## src/rtl/uart_pkg.sv

```systemverilog
// Shared types and constants for the UART transmit queue.
package uart_pkg;

  typedef enum logic [1:0] {
    IDLE      = 2'd0,
    SEND      = 2'd1,
    WAIT_LOW  = 2'd2,
    WAIT_HIGH = 2'd3
  } tx_state_t;

  localparam int UART_DATA_W      = 8;
  localparam int WAIT_LOW_TIMEOUT = 4;

endpackage

```

## src/rtl/sync_fifo.sv

```systemverilog
// Single-clock circular FIFO with registered full/empty/count and an overflow pulse.
module sync_fifo #(
  parameter int  DEPTH = 16,
  parameter int  W     = 8,
  localparam int AW    = $clog2(DEPTH)
) (
  input  logic         clk,
  input  logic         rst,
  input  logic         wr_en,
  input  logic [W-1:0] wr_data,
  input  logic         rd_en,
  output logic [W-1:0] rd_data,
  output logic         full,
  output logic         empty,
  output logic [AW:0]  count,
  output logic         overflow
);

  logic [W-1:0]  mem [DEPTH];
  logic [AW-1:0] wr_ptr;
  logic [AW-1:0] rd_ptr;
  logic          wr_ok;
  logic          rd_ok;
  logic [AW:0]   count_nxt;

  // A pop while full never frees room for the same cycle's write.
  assign wr_ok     = wr_en & ~full;
  assign rd_ok     = rd_en & ~empty;
  assign count_nxt = count + (AW+1)'(wr_ok) - (AW+1)'(rd_ok);
  assign rd_data   = mem[rd_ptr];

  always_ff @(posedge clk) begin
    if (!rst) begin
      wr_ptr   <= '0;
      rd_ptr   <= '0;
      count    <= '0;
      full     <= 1'b0;
      empty    <= 1'b1;
      overflow <= 1'b0;
    end else begin
      if (wr_ok) wr_ptr <= wr_ptr + AW'(1);
      if (rd_ok) rd_ptr <= rd_ptr + AW'(1);
      count    <= count_nxt;
      full     <= (count_nxt == (AW+1)'(DEPTH));
      empty    <= (count_nxt == '0);
      overflow <= wr_en & full;
    end
  end

  always_ff @(posedge clk) begin
    if (rst && wr_ok) mem[wr_ptr] <= wr_data;
  end

endmodule

```

## src/rtl/uart_tx_queue.sv

```systemverilog
// Byte queue feeding a UART transmitter: buffers producer writes and paces them
// into the UART ready/send/data handshake, one byte per frame.
module uart_tx_queue
  import uart_pkg::*;
#(
  parameter int  DEPTH = 16,
  localparam int AW    = $clog2(DEPTH)
) (
  input  logic                   clk,
  input  logic                   rst,
  input  logic                   wr_en,
  input  logic [UART_DATA_W-1:0] wr_data,
  output logic                   full,
  output logic                   empty,
  output logic [AW:0]            count,
  output logic                   overflow,
  input  logic                   uart_ready,
  output logic                   uart_send,
  output logic [UART_DATA_W-1:0] uart_data
);

  localparam int TW = (WAIT_LOW_TIMEOUT > 1) ? $clog2(WAIT_LOW_TIMEOUT) : 1;

  tx_state_t              state;
  logic [TW-1:0]          to_cnt;
  logic                   pop;
  logic [UART_DATA_W-1:0] head;

  sync_fifo #(
    .DEPTH (DEPTH),
    .W     (UART_DATA_W)
  ) u_fifo (
    .clk      (clk),
    .rst      (rst),
    .wr_en    (wr_en),
    .wr_data  (wr_data),
    .rd_en    (pop),
    .rd_data  (head),
    .full     (full),
    .empty    (empty),
    .count    (count),
    .overflow (overflow)
  );

  assign pop       = (state == IDLE) & ~empty & uart_ready;
  assign uart_send = (state == SEND);

  // uart_data is only loaded on a pop, so it stays put for the whole frame.
  always_ff @(posedge clk) begin
    if (!rst) begin
      state     <= IDLE;
      to_cnt    <= '0;
      uart_data <= '0;
    end else begin
      case (state)
        IDLE: begin
          if (pop) begin
            uart_data <= head;
            state     <= SEND;
          end
        end
        SEND: begin
          to_cnt <= '0;
          state  <= WAIT_LOW;
        end
        WAIT_LOW: begin
          // Timeout covers a UART whose ready never visibly drops.
          if (!uart_ready || to_cnt == TW'(WAIT_LOW_TIMEOUT - 1)) state <= WAIT_HIGH;
          else to_cnt <= to_cnt + TW'(1);
        end
        WAIT_HIGH: begin
          if (uart_ready) state <= IDLE;
        end
        default: state <= IDLE;
      endcase
    end
  end

endmodule

```

## config.mk

```make
export PLATFORM = sky130hd
export DESIGN_NAME = uart_tx_queue
export DESIGN_NICKNAME = d
export VERILOG_FILES = /design/src/rtl/uart_pkg.sv /design/src/rtl/sync_fifo.sv /design/src/rtl/uart_tx_queue.sv
export SDC_FILE = /design/constraint.sdc
export NUM_CORES = 1
export LEC_CHECK = 0
export ABC_AREA = 1
export CAP_MARGIN = 30
export CORE_UTILIZATION = 25
export CTS_CLUSTER_DIAMETER = 30
export DETAILED_ROUTE_END_ITERATION = 10
export HOLD_SLACK_MARGIN = 0.15
export PLACE_DENSITY = 0.49
export SYNTH_ARGS = -nofsm -noshare
export SYNTH_HDL_FRONTEND = slang
export SYNTH_SLANG_ARGS = --single-unit
```

## constraint.sdc

```tcl
create_clock -name clk -period 3.6 [get_ports clk]
set_input_delay 0.72 -clock clk [delete_from_list [all_inputs] [get_ports clk]]
set_output_delay 0.72 -clock clk [all_outputs]
set_load 0.02 [all_outputs]
```

# After elaboration in Yosys (flattened, before gate mapping)
# Memories as Yosys holds them, arrays and structs flattened. A register that Yosys moved wholly into a read port is not among the register bits.
# Index checks and enable logic that the tools add are counted.
dict set report totals {
  input_bits 12
  mem_count 1
  mem_bits_ro 0
  ff_bits 20
  latch_bits 0
  word_cells 48
  ramBits 128
}
dict set report op_classes {
  n_div 0
  shifts 0
  bitwise 7
  mul 0
  reduce_logical 10
  eq_ne 9
  mux 8
  n_lt_le_gt_ge 0
  addsub 5
}
# memory depth word_bits read_ports rd_ports_with_merged_regs write_ports line
set mem_list {}
lappend mem_list {u_fifo.mem 16 8 1 1 1 sync_fifo.sv:19} ;# logic [W-1:0] mem [DEPTH];
# cell count
set ops {}
lappend ops {{4-bit by 1-bit adder with 4-bit output (second input constant)} 2}
lappend ops {{2-bit 2-to-1 mux} 4}
lappend ops {{2-bit one-hot mux with 4 select lines} 1}
lappend ops {{2-bit == test (second input constant)} 3}
lappend ops {{2-bit inequality test (second input constant)} 3}
lappend ops {{5-bit by 1-bit adder with 5-bit output} 1}
lappend ops {{1-bit AND} 5}
lappend ops {{5-bit == test (second input constant)} 1}
lappend ops {{5-bit zero test} 1}
lappend ops {{5-bit by 1-bit subtractor with 5-bit output} 1}
lappend ops {{2-bit one-hot mux with 2 select lines} 1}
lappend ops {{2-bit AND reduction} 2}
lappend ops {{3-bit AND reduction} 1}
lappend ops {{2-bit by 1-bit adder with 2-bit output (second input constant)} 1}
lappend ops {{2-bit by 1-bit == test with 1-bit output (second input constant)} 1}
lappend ops {{1-bit zero test} 2}
lappend ops {{2-bit zero test} 1}
lappend ops {{1-bit 2-to-1 mux} 2}
lappend ops {{2-bit by 1-bit inequality test with 1-bit output (second input constant)} 1}
lappend ops {{1-bit NOT} 2}
lappend ops {{2-bit nonzero test} 1}
lappend ops {{1-bit logical AND} 1}
lappend ops {{1-bit logical OR} 1}

# Longest topological paths before layout
# Gate-level depths: netlist (run 1).
dict set report logic_depth {
  depth_word 6
  mapped_depth 16
  ltp_nobuf 15
}

# By module
# A second synthesis (run 1) with hierarchy kept.
dict set report hier_totals {
  cells_unflattened 736
  area_unflattened_um2 7080.5
}
# mod cells_per_inst area_each_um2 n_inst
set modules_own_cells {}
lappend modules_own_cells {sync_fifo 659 6496.2 1}
lappend modules_own_cells {uart_tx_queue 77 584.3 1}

# Least setup slack after synthesis (run 1)
# Ideal clock, no wire load.
dict set report synth_timing {
  path_type {input-to-reg}
  start {input port uart_ready}
  end {register u_fifo.empty}
  required_time_ps 3475
  stages 12
  setup_slack_ps 898
  path_buffers 1
  arrival_time_ps 2577
  path_cell_list {nand2_1 -> clkinv_1 -> buf_4 -> ha_1 -> inv_1 -> ha_1 -> fa_1 -> nand3_1 -> nand2_1 -> xor2_1 -> nor2_1 -> a21oi_1}
}
dict set report synth_via {
  elab_chain_len 4
}
# element line
set synth_lines {}
lappend synth_lines {{start, declared} uart_tx_queue.sv:17} ;# input logic uart_ready,
lappend synth_lines {{1-bit AND} uart_tx_queue.sv:45} ;# assign pop = (state == IDLE) & ~empty & uart_ready;
lappend synth_lines {{1-bit AND} sync_fifo.sv:28} ;# assign rd_ok = rd_en & ~empty;
lappend synth_lines {{net u_fifo.rd_ok} sync_fifo.sv:23} ;# logic rd_ok;
lappend synth_lines {{5-bit by 1-bit subtractor with 5-bit output} sync_fifo.sv:29} ;# assign count_nxt = count + (AW+1)'(wr_ok) - (AW+1)'(rd_ok);
lappend synth_lines {{5-bit zero test} sync_fifo.sv:45} ;# empty <= (count_nxt == '0);
lappend synth_lines {{end signal, assigned} sync_fifo.sv:45}
lappend synth_lines {{end, declared} sync_fifo.sv:14} ;# output logic empty,
# The timed path passes the listed nets, and every way through them passes these cells.
# A chain may end at the register's enable or synchronous reset.

# Worst setup path in the final report (run 1)
dict set report layout_timing {
  start {input port uart_ready}
  end {register u_fifo.full}
}
dict set report layout_via {
  elab_chain_len 4
}
# element line
set layout_lines {}
lappend layout_lines {{1-bit AND} uart_tx_queue.sv:45}
lappend layout_lines {{1-bit AND} sync_fifo.sv:28}
lappend layout_lines {{5-bit by 1-bit subtractor with 5-bit output} sync_fifo.sv:29}
lappend layout_lines {{5-bit == test} sync_fifo.sv:44} ;# full <= (count_nxt == (AW+1)'(DEPTH));
lappend layout_lines {{end signal, assigned} sync_fifo.sv:44}
lappend layout_lines {{end, declared} sync_fifo.sv:13} ;# output logic full,
# No other way between the ends.

==> results of run 1 <==
kinds of logic (layout without fill, tap and decap cells):
group           Yosys count  after routing  synth area share
buf+inv                 131            179            0.0830
compound gates           20             20            0.0146
simple gates            365            365             0.220
xor+xnor                  5              5           0.00640
flops                   156            156             0.644
fa+ha+maj                17             17            0.0322
state kept, by name, summed over array words and instances (netlist names):
name             flops
u_fifo.mem         128
uart_data            8
u_fifo.count         5
u_fifo.rd_ptr        4
u_fifo.wr_ptr        4
state                2
to_cnt               2
u_fifo.empty         1
u_fifo.full          1
u_fifo.overflow      1
power groups by stage:
stage,logic (mW),clock network [mW],registers [mW]
global placement,1.41,0,2.18
detailed placement,1.41,0,2.18
floorplan,0.927,0,2.24
global route,1.59,1.83,2.15
CTS,1.41,1.75,2.14
finish,1.39,1.72,2.14
Yosys cell counts:
cell	n	share of area
clkinv_1	4	0.0022
nor2_4	1	0.0016
dfxtp_1	28	0.082
nand4_1	1	0.00091
fa_1	1	0.0029
nor2_1	44	0.024
buf_6	4	0.0066
inv_1	97	0.053
buf_2	10	0.0073
a21oi_1	10	0.0073
xor2_1	5	0.0064
buf_4	9	0.0099
o21ai_0	10	0.0073
nor3_1	4	0.0029
edfxtp_1	128	0.56
ha_1	16	0.029
nand3_1	98	0.072
nand2_1	217	0.12
buf_1	1	0.00055
inv_2	2	0.0011
clkbuf_1	4	0.0022
metal layers:
layer / up-vias / track usage
met5: - / 0
met4: 0 / 0.0407
met3: 17 / 0.0295
met2: 94 / 0.193
met1: 2179 / 0.166
li1: 2308 / -
final cells by class:
| type | instances | area [sq um] | area share |
|---|---|---|---|
| flip-flops and latches | 156 | 4410 | 0.547 |
| multi-input cells | 407 | 1870 | 0.233 |
| clock buffers | 18 | 429 | 0.0533 |
| well taps | 341 | 427 | 0.0530 |
| repair buffers | 44 | 400 | 0.0497 |
| inverters | 103 | 387 | 0.0480 |
| clock inverters | 14 | 129 | 0.0160 |
per-stage QoR:
stage          hold slack (ns)   util  std cells  instance area, sq um
2_1_floorplan            0.429      -        694                  6840
4_1_cts                  0.464  0.299       1083                  8050
6_report                 0.460  0.299       1083                  8050
5_1_grt                  0.516  0.299       1083                  8050
3_5_place_dp             0.454  0.279       1051                  7490
3_3_place_gp             0.453  0.279       1051                  7490
final timing paths:
check / start / slack, ns / depth (start not counted) / endpoint
worst min register to register: to_cnt[0]$_SDFFE_PN0P_ / 0.46 / 1 / to_cnt[0]$_SDFFE_PN0P_
worst max-delay path: uart_ready / 0.96 / 11 / u_fifo.full$_SDFF_PN0_
worst min-delay path: to_cnt[0]$_SDFFE_PN0P_ / 0.46 / 1 / to_cnt[0]$_SDFFE_PN0P_
worst max register to register: state[0]$_SDFFE_PN0P_ / 0.97 / 14 / u_fifo.full$_SDFF_PN0_
critical path: stages:
cell and delay, ns:
clkdlybuf4s50_1 0.44, nand2_1 0.19, clkinv_1 0.12, ha_1 0.28
inv_1 0.04, ha_1 0.20, fa_1 0.41, xor2_1 0.19
nor3_1 0.15, nand2_1 0.09, nor3_1 0.12
==> flow_summary.json, run 1 <==
{
  "synth.distinct_cells": 21,
  "timing.final.crit_share": 0.732,
  "layout_common_cells": "nand2_1 (217), edfxtp_1 (128), nand3_1 (98), inv_1 (97), nor2_1 (44)",
  "io_buffers": 28,
  "syn2layout_area_growth_pct": 17.6,
  "wl_mm": 16.4,
  "fillers": 2784,
  "relSlewSlack": 0.401,
  "place_congestion": 0.783,
  "end_kind": "flop",
  "yosysWarnings": 0,
  "required_ns": 3.93,
  "grt_max_degree": 67,
  "cts_inserted_buffers": 17,
  "clock_sinks": 156,
  "total_power_mw": 5.25,
  "maxCapViolCount": 0,
  "post-cts-setup-buffers": 0,
  "drtAntennaViolNets": 0,
  "powerDensity_nw_per_um2": 653,
  "cp.arrival_ns": 2.97,
  "wl_met3_microns": 636,
  "fp.dieH_microns": 167,
  "setup_slack_ns": 0.964,
  "fmax_ghz": 0.379,
  "first_pass_iters": 4,
  "rows": 60,
  "drc_errors": 0,
  "cts_hold_buf": 0,
  "final_max_slew_viol_count": 0,
  "vias": 4598,
  "outcome": "completed",
  "rsz0062_at_grt": "false",
  "synth_nets": 723,
  "ctsHtreeMaxLevel": 4,
  "avgSynthCellArea_sq_um": 9.86,
  "dr.max_layer_used": "met4",
  "routedWlPerCell_microns": 15.2,
  "tns_ns": 0,
  "hp-class": "flop to flop",
  "p_seq_frac": 0.407,
  "crit_type": "primary input to flop",
  "cts_tree": "yes",
  "clk_pin_slew_ns": 0.06,
  "cts_buffer_depth": 2,
  "worst_slew_pin_slew_ns": 0.896,
  "core_sq_um": 26900,
  "power_leakage_nw": 3.30,
  "cts_resized": 0,
  "synth_area_sq_um": 6840,
  "antenna_found_initial": 0,
  "dieArea_sq_um": 28000,
  "fin_nets": 758,
  "post-place-ws_ns": 0.529,
  "crit_fanout": 7,
  "ir_drop_v": 0.000296,
  "netlist_instances": 694,
  "switching_share": 0.322,
  "grt_pass1_vias": 4422,
  "via_per_inst": 4.25,
  "final_common_cell": "nand2_1",
  "layout-drive-gt1-share": 0.0660,
  "die_w_microns": 167,
  "cts-root-buf": "clkbuf_16",
  "grt_pass1_wl_mm": 25.5,
  "ys_seq_area_frac": 0.644,
  "fin_crit_ns": 2.64,
  "clk_latency_ns": 0.42,
  "met2WireLength_mm": 7.62,
  "insertedDiodeCount": 0,
  "dpl.hpwl_mm": 9.79,
  "ys_ff_latch": 156,
  "combPwrFrac": 0.265,
  "setup_viol": 0,
  "p_switching_mw": 1.69,
  "startpoint_type": "primary input",
  "grt_use_total": 0.123,
  "finClkSkew_ns": 0.00673,
  "route.layer.met1.wl_mm": 7.89,
  "io_pins": 29,
  "start_util": 0.255,
  "power.internal_mw": 3.56,
  "power_frac_clock": 0.328,
  "overflow": 0,
  "initialDrtViolationCount": 265,
  "final_hold_viol_count": 0
}
(Power assumes the default switching activity.)
==> run 2: changes to the inputs <==
==> constraint.sdc (replaced) <==
create_clock -name clk -period 2.69 [get_ports clk]
set_input_delay 0.538 -clock clk [delete_from_list [all_inputs] [get_ports clk]]
set_output_delay 0.538 -clock clk [all_outputs]
set_load 0.02 [all_outputs]
==> flow_summary.json, run 2 (same netlist as run 1, synthesis figures left out) <==
{
  "ctsHtreeMaxLevel": 4,
  "io_buffers": 28,
  "wl_mm": 16.0,
  "startpoint_type": "flop",
  "insertedDiodeCount": 0,
  "grt_max_degree": 67,
  "power_leakage_nw": 3.38,
  "setup_viol": 0,
  "clk_latency_ns": 0.42,
  "start_util": 0.255,
  "layout_common_cells": "nand2_1 (217), edfxtp_1 (128), nand3_1 (98), inv_1 (97), nor2_1 (44)",
  "hp-class": "flop to flop",
  "largestRegisters": "u_fifo.mem x128, uart_data x8, u_fifo.count x5",
  "clock_sinks": 156,
  "required_ns": 3.04,
  "cts_tree": "yes",
  "grt_pass1_wl_mm": 25.1,
  "regArea_sq_um": 4410,
  "grt_use_total": 0.120,
  "via_per_inst": 4.19,
  "fin_crit_ns": 2.43,
  "maxCapViolCount": 0,
  "final_common_cell": "nand2_1",
  "powerDensity_nw_per_um2": 864,
  "drc_errors": 0,
  "syn2layout_area_growth_pct": 19.4,
  "reg2reg_slack_ns": 0.26,
  "final_hold_viol_count": 0,
  "fp.dieH_microns": 167,
  "dieArea_sq_um": 28000,
  "rsz0062_at_grt": "false",
  "crit_fanout": 4,
  "tns_ns": 0,
  "largest_register_ffs": 128,
  "rows": 60,
  "outcome": "completed",
  "timing.final.crit_share": 0.903,
  "place_congestion": 0.740,
  "antenna_found_initial": 0,
  "first_pass_iters": 5,
  "routedWlPerCell_microns": 14.6,
  "ir_drop_v": 0.000456,
  "multi_input_area_sq_um": 1870,
  "vias": 4593,
  "fin_area_sq_um": 8170,
  "grt_pass1_vias": 4386,
  "fillers": 2796,
  "final_max_slew_viol_count": 0,
  "cts_hold_buf": 0,
  "finClkSkew_ns": 0.00790,
  "overflow": 0,
  "drtAntennaViolNets": 0,
  "cts-root-buf": "clkbuf_16",
  "cts_buffer_depth": 2,
  "clk_pin_slew_ns": 0.06,
  "fmax_ghz": 0.412,
  "crit_type": "flop to flop",
  "layout-drive-gt1-share": 0.0822,
  "holdWs_ns": 0.464,
  "end_kind": "flop",
  "largest-register": "u_fifo.mem",
  "io_pins": 29,
  "fin_nets": 770,
  "dpl.hpwl_mm": 9.62,
  "total_power_mw": 7.05,
  "cts_inserted_buffers": 17,
  "worst_slew_pin_slew_ns": 0.817,
  "relSlewSlack": 0.455,
  "die_w_microns": 167,
  "post-cts-setup-buffers": 0,
  "utilization": 0.304,
  "cts_resized": 0,
  "initialDrtViolationCount": 279,
  "placed_cell_area_sq_um": 7590,
  "cp.arrival_ns": 2.78,
  "core_sq_um": 26900
}
run 2: cell types whose count changed in the layout (fill, tap and decap cells not counted):
cell | previous run | this run
clkinv_2 | 6 | 3
clkinv_4 | 1 | 5
clkinv_1 | 6 | 5
buf_4 | 16 | 27
buf_12 | 0 | 1
clkinvlp_4 | 3 | 2
inv_6 | 0 | 1
run 2: worst paths after layout:
| check | startpoint | to | depth (start not counted) |
|---|---|---|---|
| max | state[0]$_SDFFE_PN0P_ | u_fifo.full$_SDFF_PN0_ | 14 |
| min | to_cnt[0]$_SDFFE_PN0P_ | to_cnt[0]$_SDFFE_PN0P_ | 1 |
| max reg2reg | state[0]$_SDFFE_PN0P_ | u_fifo.full$_SDFF_PN0_ | 14 |
| min reg2reg | to_cnt[0]$_SDFFE_PN0P_ | to_cnt[0]$_SDFFE_PN0P_ | 1 |
run 2: per-layer routing:
layer  global-route usage  share of wire  up-vias
li1                     -              -     2330
met4               0.0423          0.017        0
met2                0.187           0.46       80
met5                    0              0        -
met1                0.166           0.49     2164
met3               0.0206          0.029       19
run 2: stage by stage:
stage | setup slack [ns] | std cells
3_5_place_dp | 0.00973 | 1063
2_1_floorplan | 0.00191 | 694
3_3_place_gp | 0.0189 | 1063
4_1_cts | 0.246 | 1095
5_1_grt | 0.0203 | 1095
6_report | 0.262 | 1095
run 2: area by class of cell:
class | instances | share of cell area
multi-input cells | 407 | 0.229
flip-flops and latches | 156 | 0.539
clock inverters | 14 | 0.0179
repair buffers | 56 | 0.0616
inverters | 103 | 0.0473
well taps | 341 | 0.0522
clock buffers | 18 | 0.0525
run 2: power breakdown:
group	internal [mW]	switching (mW)	leakage, nW
Sequential	2.77	0.0897	1.38
Clock	1.37	0.957	0.278
Combinational	0.672	1.20	1.72
run 2: critical path, stage by stage, from the launching register on:
cell	delay, ns
dfxtp_1	0.37
inv_1	0.09
ha_1	0.21
inv_1	0.05
nor2_1	0.03
nand2_1	0.07
clkinv_1	0.08
ha_1	0.27
inv_1	0.04
ha_1	0.20
fa_1	0.41
xor2_1	0.19
nor3_1	0.14
nand2_1	0.09
nor3_1	0.12
